File: config.mk
export PLATFORM = sky130hd
export DESIGN_NAME = gear_shift_sequencer
export DESIGN_NICKNAME = d
export VERILOG_FILES = /design/src/rtl/gear_shift_sequencer.sv
export SDC_FILE = /design/constraint.sdc
export NUM_CORES = 1
export LEC_CHECK = 0
export CORE_MARGIN = 4
export CORE_UTILIZATION = 40
export DETAILED_ROUTE_END_ITERATION = 12
export PLACE_DENSITY = 0.62
export SETUP_SLACK_MARGIN = 0.1
export SKIP_CTS_REPAIR_TIMING = 1
export SLEW_MARGIN = 15
export SYNTH_ARGS = -nofsm -noshare
export SYNTH_HDL_FRONTEND = slang
export SYNTH_SLANG_ARGS = --single-unit
File: constraint.sdc
create_clock -name clk -period 10.5 [get_ports clk]
set_clock_uncertainty 0.2 [all_clocks]
set_input_delay 1.575 -clock clk [delete_from_list [all_inputs] [get_ports clk]]
set_output_delay 1.575 -clock clk [all_outputs]
set_load 0.03 [all_outputs]
File: src/rtl/gear_shift_sequencer.sv
// Registered P/R/N/D selector controller with debounce, safety interlocks and D1..D4 auto-shift.
// Optional: define REJECT_CNT_EN to add an 8-bit saturating reject_cnt output.
module gear_shift_sequencer #(
    parameter int DEBOUNCE_CYCLES = 16,
    parameter int DWELL_CYCLES    = 64,
    parameter int UP_T1           = 20,
    parameter int UP_T2           = 40,
    parameter int UP_T3           = 60,
    parameter int HYST            = 5
) (
    input  logic       clk,
    input  logic       reset,
    input  logic [3:0] sw,
    input  logic       brake,
    input  logic [7:0] speed,
    output logic [1:0] mode,
    output logic [2:0] gear,
    output logic [6:0] led,
    output logic       shift_pulse,
    output logic       reject
`ifdef REJECT_CNT_EN
    ,
    output logic [7:0] reject_cnt
`endif
);

    localparam logic [1:0] MODE_P = 2'b00;
    localparam logic [1:0] MODE_R = 2'b01;
    localparam logic [1:0] MODE_N = 2'b10;
    localparam logic [1:0] MODE_D = 2'b11;

    localparam int DB_W = (DEBOUNCE_CYCLES > 2) ? $clog2(DEBOUNCE_CYCLES) : 1;
    localparam int DW_W = (DWELL_CYCLES > 2) ? $clog2(DWELL_CYCLES) : 1;
    localparam logic [DB_W-1:0] DB_MAX = DB_W'(DEBOUNCE_CYCLES - 1);
    localparam logic [DW_W-1:0] DW_MAX = DW_W'(DWELL_CYCLES - 1);
    localparam logic [8:0]      HYST9  = 9'(HYST);

    function automatic logic [1:0] sel_mode(input logic [3:0] s);
        case (s)
            4'b1000: sel_mode = MODE_P;
            4'b0100: sel_mode = MODE_R;
            4'b0010: sel_mode = MODE_N;
            default: sel_mode = MODE_D;
        endcase
    endfunction

    function automatic logic [8:0] up_thr(input logic [2:0] g);
        case (g)
            3'd1:    up_thr = 9'(UP_T1);
            3'd2:    up_thr = 9'(UP_T2);
            3'd3:    up_thr = 9'(UP_T3);
            default: up_thr = 9'h1ff;
        endcase
    endfunction

    function automatic logic [6:0] led_of(input logic [1:0] m, input logic [2:0] g);
        case (m)
            MODE_P: led_of = 7'b0010000;
            MODE_R: led_of = 7'b1000000;
            MODE_N: led_of = 7'b0100000;
            default: begin
                case (g)
                    3'd1:    led_of = 7'b0000001;
                    3'd2:    led_of = 7'b0000010;
                    3'd3:    led_of = 7'b0000100;
                    3'd4:    led_of = 7'b0001000;
                    default: led_of = 7'b0000000;
                endcase
            end
        endcase
    endfunction

    logic [3:0]      sw_prev, sw_acc;
    logic [DB_W-1:0] db_cnt, db_cnt_nxt;
    logic            sw_onehot, db_fire;
    logic            req_vld;
    logic [1:0]      req_mode;
    logic [DW_W-1:0] dwell, dwell_nxt;
    logic [1:0]      mode_nxt;
    logic [2:0]      gear_nxt;
    logic            pulse_nxt, reject_nxt;
    logic            grant_ok, up_ok, down_ok;
    logic [8:0]      speed9;

    assign speed9    = {1'b0, speed};
    assign sw_onehot = (sw != 4'd0) && ((sw & (sw - 4'd1)) == 4'd0);

    // NOTE: every combinational output gets a default first so no path can infer a latch.
    always_comb begin
        db_cnt_nxt = '0;
        if (sw_onehot && (sw == sw_prev))
            db_cnt_nxt = (db_cnt == DB_MAX) ? db_cnt : db_cnt + DB_W'(1);
    end

    // A new value fires exactly once, on the cycle its count first reaches the limit.
    assign db_fire = sw_onehot && (db_cnt_nxt == DB_MAX) && (sw != sw_acc);

    always_comb begin
        grant_ok = 1'b0;
        case (req_mode)
            MODE_P, MODE_R: grant_ok = (speed == 8'd0) && brake;
            MODE_N:         grant_ok = 1'b1;
            default: begin
                case (mode)
                    MODE_P:  grant_ok = brake;
                    MODE_R:  grant_ok = (speed == 8'd0) && brake;
                    default: grant_ok = 1'b1;
                endcase
            end
        endcase
    end

    assign up_ok   = (gear < 3'd4) && (speed9 >= up_thr(gear));
    assign down_ok = (gear > 3'd1) && ((speed9 + HYST9) < up_thr(gear - 3'd1));

    always_comb begin
        mode_nxt   = mode;
        gear_nxt   = gear;
        dwell_nxt  = dwell;
        pulse_nxt  = 1'b0;
        reject_nxt = 1'b0;
        if (req_vld && (req_mode != mode) && grant_ok) begin
            mode_nxt  = req_mode;
            gear_nxt  = (req_mode == MODE_D) ? 3'd1 : 3'd0;
            dwell_nxt = '0;
            pulse_nxt = 1'b1;
        end else begin
            reject_nxt = req_vld && (req_mode != mode);
            // A refused request does not block the auto-shift scheduler.
            if (mode == MODE_D) begin
                if (dwell != DW_MAX) begin
                    dwell_nxt = dwell + DW_W'(1);
                end else if (up_ok) begin
                    gear_nxt  = gear + 3'd1;
                    dwell_nxt = '0;
                    pulse_nxt = 1'b1;
                end else if (down_ok) begin
                    gear_nxt  = gear - 3'd1;
                    dwell_nxt = '0;
                    pulse_nxt = 1'b1;
                end
            end
        end
    end

    // NOTE: sequential state uses non-blocking assignments so every register samples pre-edge values.
    always_ff @(posedge clk or negedge reset) begin
        if (!reset) begin
            sw_prev     <= 4'b1000;
            sw_acc      <= 4'b1000;
            db_cnt      <= '0;
            req_vld     <= 1'b0;
            req_mode    <= MODE_P;
            dwell       <= '0;
            mode        <= MODE_P;
            gear        <= 3'd0;
            led         <= 7'b0010000;
            shift_pulse <= 1'b0;
            reject      <= 1'b0;
        end else begin
            sw_prev     <= sw;
            db_cnt      <= db_cnt_nxt;
            req_vld     <= db_fire;
            if (db_fire) begin
                sw_acc   <= sw;
                req_mode <= sel_mode(sw);
            end
            dwell       <= dwell_nxt;
            mode        <= mode_nxt;
            gear        <= gear_nxt;
            led         <= led_of(mode_nxt, gear_nxt);
            shift_pulse <= pulse_nxt;
            reject      <= reject_nxt;
        end
    end

`ifdef REJECT_CNT_EN
    always_ff @(posedge clk or negedge reset) begin
        if (!reset)
            reject_cnt <= 8'd0;
        else if (reject_nxt && (reject_cnt != 8'hff))
            reject_cnt <= reject_cnt + 8'd1;
    end
`endif

endmodule
==> results.py, run 1 <==
metrics = {
    "sta": {
        "maxSlewHeadroom": 0.506,
        "finalSetupTns_ns": 0,
        "setup_viol": 0,
        "worst_slew_pin_slew_ns": 0.731,
        "rsz0062_at_grt": "no",
        "fin_crit_ns": 4.63,
        "hold_violations": 0,
        "finalCritPeriodShare": 0.441,
        "fmax_mhz": 216,
        "final-max-slew-violation-count": 0,
    },
    "floorplanning": {
        "die_h_um": 85.0,
        "coreArea_um2": 5640,
        "start_util": 0.420,
        "die-area_um2": 7220,
        "rows": 27,
        "die-width_um": 85.0,
        "pin_count": 29,
    },
    "yosys": {
        "synth_edf_count": 0,
        "syn_area_um2": 2370,
        "syn_avg_cell_area_um2": 9.76,
        "yosysWarnings": 0,
        "ys_async_sr_fraction": 1.00,
        "ys_ff_latch": 35,
        "synth_most_common_cell": "dfrtp_1",
        "ys_types": 57,
        "yosys-top-cells-area": "dfrtp_1 (34%), ha_1 (13%), nor2_1 (4.3%), xor2_1 (4.1%), dfstp_2 (3.3%)",
        "yosys-top-cells-count": "dfrtp_1 (32), nor2_1 (27), ha_1 (24), inv_1 (15), nand2_1 (12)",
        "ys_seq_area_frac": 0.371,
        "synth_top_area_share": 0.338,
        "synthesis.instances": 243,
        "ys.flop_type": "dfrtp_1",
        "syn_nets": 282,
        "yosys.area.top_type": "dfrtp_1",
    },
    "finish": {
        "layout-drive-gt1-share": 0.101,
        "fin_nets": 314,
        "num-fill-cells": 526,
        "n_antenna_cell": 0,
        "final_area_um2": 2840,
        "area_growth_pct": 19.7,
    },
    "setup_path": {
        "cp_slowest_stage_delay_ns": 0.57,
        "path_buf_inv": 1,
        "critical_path.top_delay_family": "compound AO/OA/AOI/OAI gates",
        "slowest_stage": "clkdlybuf4s50_1",
        "critical_path_class": "in2reg",
        "cp_data_arrival_time_ns": 4.66,
        "worstSetupEndpointType": "flip-flop",
        "worstSetupStartpointType": "primary input",
        "rr_worst_depth": 11,
        "r2r_end": "led[3]$_DFF_PN0_",
        "cp_max_fo": 5,
        "critPathRequiredTime_ns": 10.52,
        "regToRegStartpoint": "gear[1]$_DFF_PN0_",
        "r2r_slack_ns": 6.28,
        "path_cells": "clkdlybuf4s50_1, ha_1, o21ai_0, xnor2_1, ha_1, nor3_1, a22oi_1, a2111oi_4, o21a_1, o21ai_0, xnor2_1, and4_2",
    },
    "power_and_ir_drop": {
        "combinationalPowerShare": 0.088,
        "p_per_area_nw_per_um2": 99.3,
        "leakagePower_uw": 0.00131,
        "pwr-share-seq": 0.483,
        "p_int_uw": 218,
        "swShare": 0.227,
        "clock_power_share": 0.428,
        "peakVddDrop_v": 0.0000854,
        "p_switching_uw": 64.0,
    },
    "place": {
        "portBuffers": 28,
        "place_congestion": 0.832,
        "placed_cell_area_um2": 2730,
        "dpl.hpwl_um": 3580,
    },
    "clock_tree": {
        "cts_tree": "built",
        "clock-sinks": 35,
        "htree_num_levels": 2,
        "cts-root-to-sink-buffers": 2,
        "clk_latency_ns": 0.29,
        "root_buffer": "clkbuf_8",
        "cts_buffers": 5,
        "clkSlewWorstSetupHoldPaths_ns": 0.07,
    },
    "global_route": {
        "grt_antenna_before_repair": 0,
        "grt.overflow.total": 0,
        "grt_pass1_wl_um": 7900,
        "grtUsageTotal": 0.135,
        "grt_start_max_net_pins": 36,
        "grt_pass1_vias": 1765,
    },
    "flow_run": {
        "max-cap-violations": 0,
    },
    "detailed_routing": {
        "drtIter0Drc": 69,
        "wl_per_cell_um": 13.2,
        "totalWireLength_um": 4580,
        "num_vias": 1856,
        "drc_errors": 0,
        "vias_per_cell": 5.33,
        "first_pass_iters": 4,
        "antenna_left": 0,
    },
    "worst_hold_path": {
        "holdCritPathClass": "reg2reg",
        "hold_end": "sw_acc[2]$_DFFE_PN0P_",
        "worstHoldPathCells": 1,
        "hp-start": "sw_acc[2]$_DFFE_PN0P_",
    },
    "status": {
        "status": "finished clean",
    },
}
==> worst register-to-register path, cell delays in order, from the launching register on <==
cell and delay, ns:
dfrtp_1 0.48, ha_1 0.27, ha_1 0.22, nor4b_1 0.66, ha_1 0.38, a21oi_1 0.13
o221ai_1 0.12, o21ai_0 0.48, a21oi_1 0.30, a221o_1 0.41, or2_1 0.26, and4_2 0.22
==> cell usage in the layout, fill, tap and decap left out, types with 2 or more instances in the layout <==
cell type        netlist  layout
dfrtp_1               32      32
clkdlybuf4s50_1        0      28
nor2_1                27      27
ha_1                  24      24
inv_1                 15      15
nand2_1               12      12
xor2_1                11      11
nor3_1                11      11
o21ai_0               10      10
xnor2_1                8       8
a21oi_1                8       8
mux2_2                 7       7
nand3_1                7       7
clkbuf_8               0       5
nor4b_1                4       4
nand2b_1               4       4
nor2b_1                4       4
and3_1                 4       4
mux2i_1                4       4
nor4_1                 3       3
nand4_1                3       3
dfstp_2                3       3
and2_1                 2       2
o2111ai_1              2       2
a211oi_1               2       2
o311ai_0               2       2
buf_4                  0       2
==> final cells by class <==
cell class / count / area [um2] / share of cell area
timing repair buffer: 30 / 295 / 0.104
clock inverter: 3 / 43.8 / 0.0154
multi-input combinational: 188 / 1410 / 0.495
inverter: 15 / 56.3 / 0.0198
tap: 72 / 90.1 / 0.0317
sequential: 35 / 880 / 0.310
clock buffer: 5 / 68.8 / 0.0242
==> kinds of logic (layout without fill, tap and decap cells) <==
kind of cell             Yosys count  count (layout)  share of synthesized area
AND/OR/NAND/NOR                   89              89                      0.195
AO/OA/AOI/OAI                     45              45                      0.150
flip-flops                        35              35                      0.371
adder cells (fa/ha/maj)           24              24                      0.127
buffers and inverters             20              53                     0.0364
XOR/XNOR                          19              19                     0.0702
multiplexers                      11              11                     0.0501
==> through the flow <==
stage / instances / setup slack [ns] / hold slack, ns / total power [uW] / util
4_1_cts: 348 / 5.86 / 0.335 / 286 / 0.503
6_report: 348 / 5.87 / 0.329 / 282 / 0.503
3_3_place_gp: 340 / 5.65 / 0.310 / 164 / 0.483
2_1_floorplan: 243 / 6.35 / 0.283 / 151 / -
5_1_grt: 348 / 5.59 / 0.354 / 295 / 0.503
3_5_place_dp: 340 / 5.57 / 0.317 / 164 / 0.483
==> power by group through the flow <==
stage / sequential (uW) / combinational, uW / clock (uW)
finish: 136 / 24.9 / 121
global route: 136 / 28.3 / 130
CTS: 136 / 25.4 / 124
detailed placement: 139 / 25.4 / 0
global placement: 139 / 25.0 / 0
floorplan: 139 / 12.4 / 0
==> routing by layer <==
metal  GRT usage  vias to the layer above  wire (um)
met4      0.0475                        0         70
met2       0.209                       37       1950
met3      0.0369                        9        214
li1            -                      940          -
met1       0.180                      870       2350
met5           0                        -          0
==> sequential cells by signal, indices dropped and copies added (netlist names) <==
name and flops:
led 7, dwell 6, db_cnt 4, sw_acc 4
sw_prev 4, gear 3, mode 2, req_mode 2
reject 1, req_vld 1, shift_pulse 1
==> how the worst max path moves through the flow <==
stage              from                to  slack, ns  cells after the start
3_3_place_gp   speed[1]  led[3]$_DFF_PN0_       5.65                     12
3_5_place_dp   speed[1]  led[3]$_DFF_PN0_       5.57                     12
2_1_floorplan  speed[0]  led[3]$_DFF_PN0_       6.35                     11
6_report       speed[1]  led[3]$_DFF_PN0_       5.87                     12
4_1_cts        speed[1]  led[3]$_DFF_PN0_       5.86                     12
5_1_grt        speed[1]  led[3]$_DFF_PN0_       5.59                     12
Note: power is estimated with default switching activity, not from simulation.
==> inputs of run 2 (changes only) <==
--- a/config.mk
+++ b/config.mk
@@ -8,7 +8,7 @@
 export CORE_MARGIN = 4
 export CORE_UTILIZATION = 40
 export DETAILED_ROUTE_END_ITERATION = 12
-export PLACE_DENSITY = 0.62
+export PLACE_DENSITY = 0.64
 export SETUP_SLACK_MARGIN = 0.1
 export SKIP_CTS_REPAIR_TIMING = 1
 export SLEW_MARGIN = 15
==> constraint.sdc (replaced) <==
create_clock -name clk -period 4.1 [get_ports clk]
set_clock_uncertainty 0.2 [all_clocks]
set_input_delay 0.615 -clock clk [delete_from_list [all_inputs] [get_ports clk]]
set_output_delay 0.615 -clock clk [all_outputs]
set_load 0.03 [all_outputs]
==> results.py, run 2 (synthesis gave the netlist of run 1 again) <==
metrics = {
    "clock_tree": {
        "cts-root-to-sink-buffers": 2,
        "clk_latency_ns": 0.29,
        "cts_tree": "built",
        "cts_buffers": 5,
        "htree_num_levels": 2,
        "root_buffer": "clkbuf_8",
        "clock-sinks": 35,
        "clkSlewWorstSetupHoldPaths_ns": 0.07,
    },
    "global_route": {
        "grt_antenna_before_repair": 0,
        "grt_start_max_net_pins": 36,
        "grt_pass1_vias": 1737,
        "grt_pass1_wl_um": 8140,
        "grt.overflow.total": 0,
        "grtUsageTotal": 0.140,
    },
    "detailed_routing": {
        "totalWireLength_um": 4840,
        "first_pass_iters": 4,
        "antenna_left": 0,
        "drc_errors": 0,
        "wl_per_cell_um": 13.7,
        "vias_per_cell": 5.27,
        "num_vias": 1867,
        "drtIter0Drc": 96,
    },
    "place": {
        "portBuffers": 28,
        "pre_cts_ws_ns": 0.0966,
        "dpl.hpwl_um": 3760,
        "place_congestion": 0.804,
    },
    "setup_path": {
        "critical_path_class": "in2reg",
        "path_cells": "clkdlybuf4s50_1, ha_1, o21ai_0, xnor2_1, ha_1, nor3_1, a22oi_1, a2111oi_4, o21a_1, o21ai_0, xnor2_1, and4_2",
        "cp_data_arrival_time_ns": 3.73,
        "worstSetupEndpointType": "flip-flop",
        "slowest_stage": "clkdlybuf4s50_1",
        "path_buf_inv": 1,
        "cp_slowest_stage_delay_ns": 0.57,
        "critPathRequiredTime_ns": 4.12,
        "cp_max_fo": 5,
        "critical_path.top_delay_family": "compound AO/OA/AOI/OAI gates",
        "worstSetupStartpointType": "primary input",
    },
    "sta": {
        "setup_viol": 0,
        "finalCritPeriodShare": 0.904,
        "fmax_mhz": 270,
        "maxSlewHeadroom": 0.674,
        "setup_slack_ns": 0.395,
        "rsz0062_at_grt": "no",
        "hold_violations": 0,
        "worst_slew_pin_slew_ns": 0.488,
        "finalSetupTns_ns": 0,
        "final-max-slew-violation-count": 0,
        "fin_crit_ns": 3.70,
    },
    "flow_run": {
        "max-cap-violations": 0,
    },
    "power_and_ir_drop": {
        "p_per_area_nw_per_um2": 255,
        "peakVddDrop_v": 0.000258,
        "swShare": 0.219,
        "combinationalPowerShare": 0.086,
        "leakagePower_uw": 0.00134,
        "p_switching_uw": 162,
        "clock_power_share": 0.442,
        "pwr-share-seq": 0.472,
        "p_int_uw": 577,
    },
    "finish": {
        "largest_reg_flops": 7,
        "area_growth_pct": 22.5,
        "largest_register": "led",
        "largestRegisters": "led: 7 flops, dwell: 6 flops",
        "layout-drive-gt1-share": 0.128,
        "n_antenna_cell": 0,
        "final_cell_mix": "dfrtp_1 (32), clkdlybuf4s50_1 (28), nor2_1 (27), ha_1 (24), inv_1 (15)",
        "final_common_cell": "dfrtp_1",
        "fin_nets": 320,
    },
    "worst_hold_path": {
        "holdCritPathClass": "reg2reg",
    },
    "floorplanning": {
        "die-area_um2": 7220,
        "die_h_um": 85.0,
        "die-width_um": 85.0,
        "coreArea_um2": 5640,
        "rows": 27,
        "pin_count": 29,
        "start_util": 0.420,
    },
    "status": {
        "status": "finished clean",
    },
}
==> run 2: metal layers <==
| layer | wire (um) | GRT usage |
|---|---|---|
| met5 | 0 | 0 |
| met1 | 2420 | 0.199 |
| met4 | 48 | 0.0446 |
| met2 | 2130 | 0.205 |
| met3 | 239 | 0.0379 |
==> run 2: worst reg2reg max path, stage by stage (launching register included) <==
cell       delay (ns)
dfrtp_1          0.43
inv_1            0.16
ha_1             0.27
xor2_1           0.18
or2_2            0.36
inv_1            0.07
ha_1             0.21
o21ai_0          0.15
a22oi_1          0.14
a2111oi_4        0.42
o21a_1           0.24
o21ai_0          0.20
xnor2_1          0.34
and4_2           0.27
==> run 2: cell type report <==
type | count | area, um2
clock buffer | 6 | 82.6
clock inverter | 2 | 38.8
fill | 519 | 2740
inverter | 15 | 56.3
multi-input combinational | 188 | 1420
sequential | 35 | 880
tap | 72 | 90.1
timing repair buffer | 36 | 340
==> run 2: path summary, 6_finish.rpt <==
check                      cells after the start             startpoint  slack, ns               endpoint
max                                           12               speed[1]       0.40       led[3]$_DFF_PN0_
min                                            1  sw_acc[0]$_DFFE_PN0P_       0.33  sw_acc[0]$_DFFE_PN0P_
max reg2reg                                   13      gear[0]$_DFF_PN0_       0.40       led[3]$_DFF_PN0_
min reg2reg                                    1  sw_acc[0]$_DFFE_PN0P_       0.33  sw_acc[0]$_DFFE_PN0P_
max in group asynchronous                      2                  reset       2.83       led[4]$_DFF_PN1_
min in group asynchronous                      2                  reset       0.54       led[0]$_DFF_PN0_
==> run 2: power groups by stage <==
stage / sequential, uW / combinational (uW) / clock, uW
CTS: 349 / 64.6 / 337
global placement: 355 / 63.7 / 0
detailed placement: 356 / 64.3 / 0
floorplan: 356 / 31.7 / 0
finish: 349 / 63.9 / 327
global route: 349 / 72.1 / 354
==> run 2: through the flow <==
stage / total power, uW / area, um2 / util / std cells / hold WS [ns]
global route: 775 / 2910 / 0.515 / 354 / 0.356
floorplan: 387 / 2370 / - / 243 / 0.119
CTS: 751 / 2890 / 0.513 / 354 / 0.337
detailed placement: 420 / 2770 / 0.491 / 346 / 0.318
global placement: 419 / 2770 / 0.491 / 346 / 0.313
finish: 739 / 2910 / 0.515 / 354 / 0.331
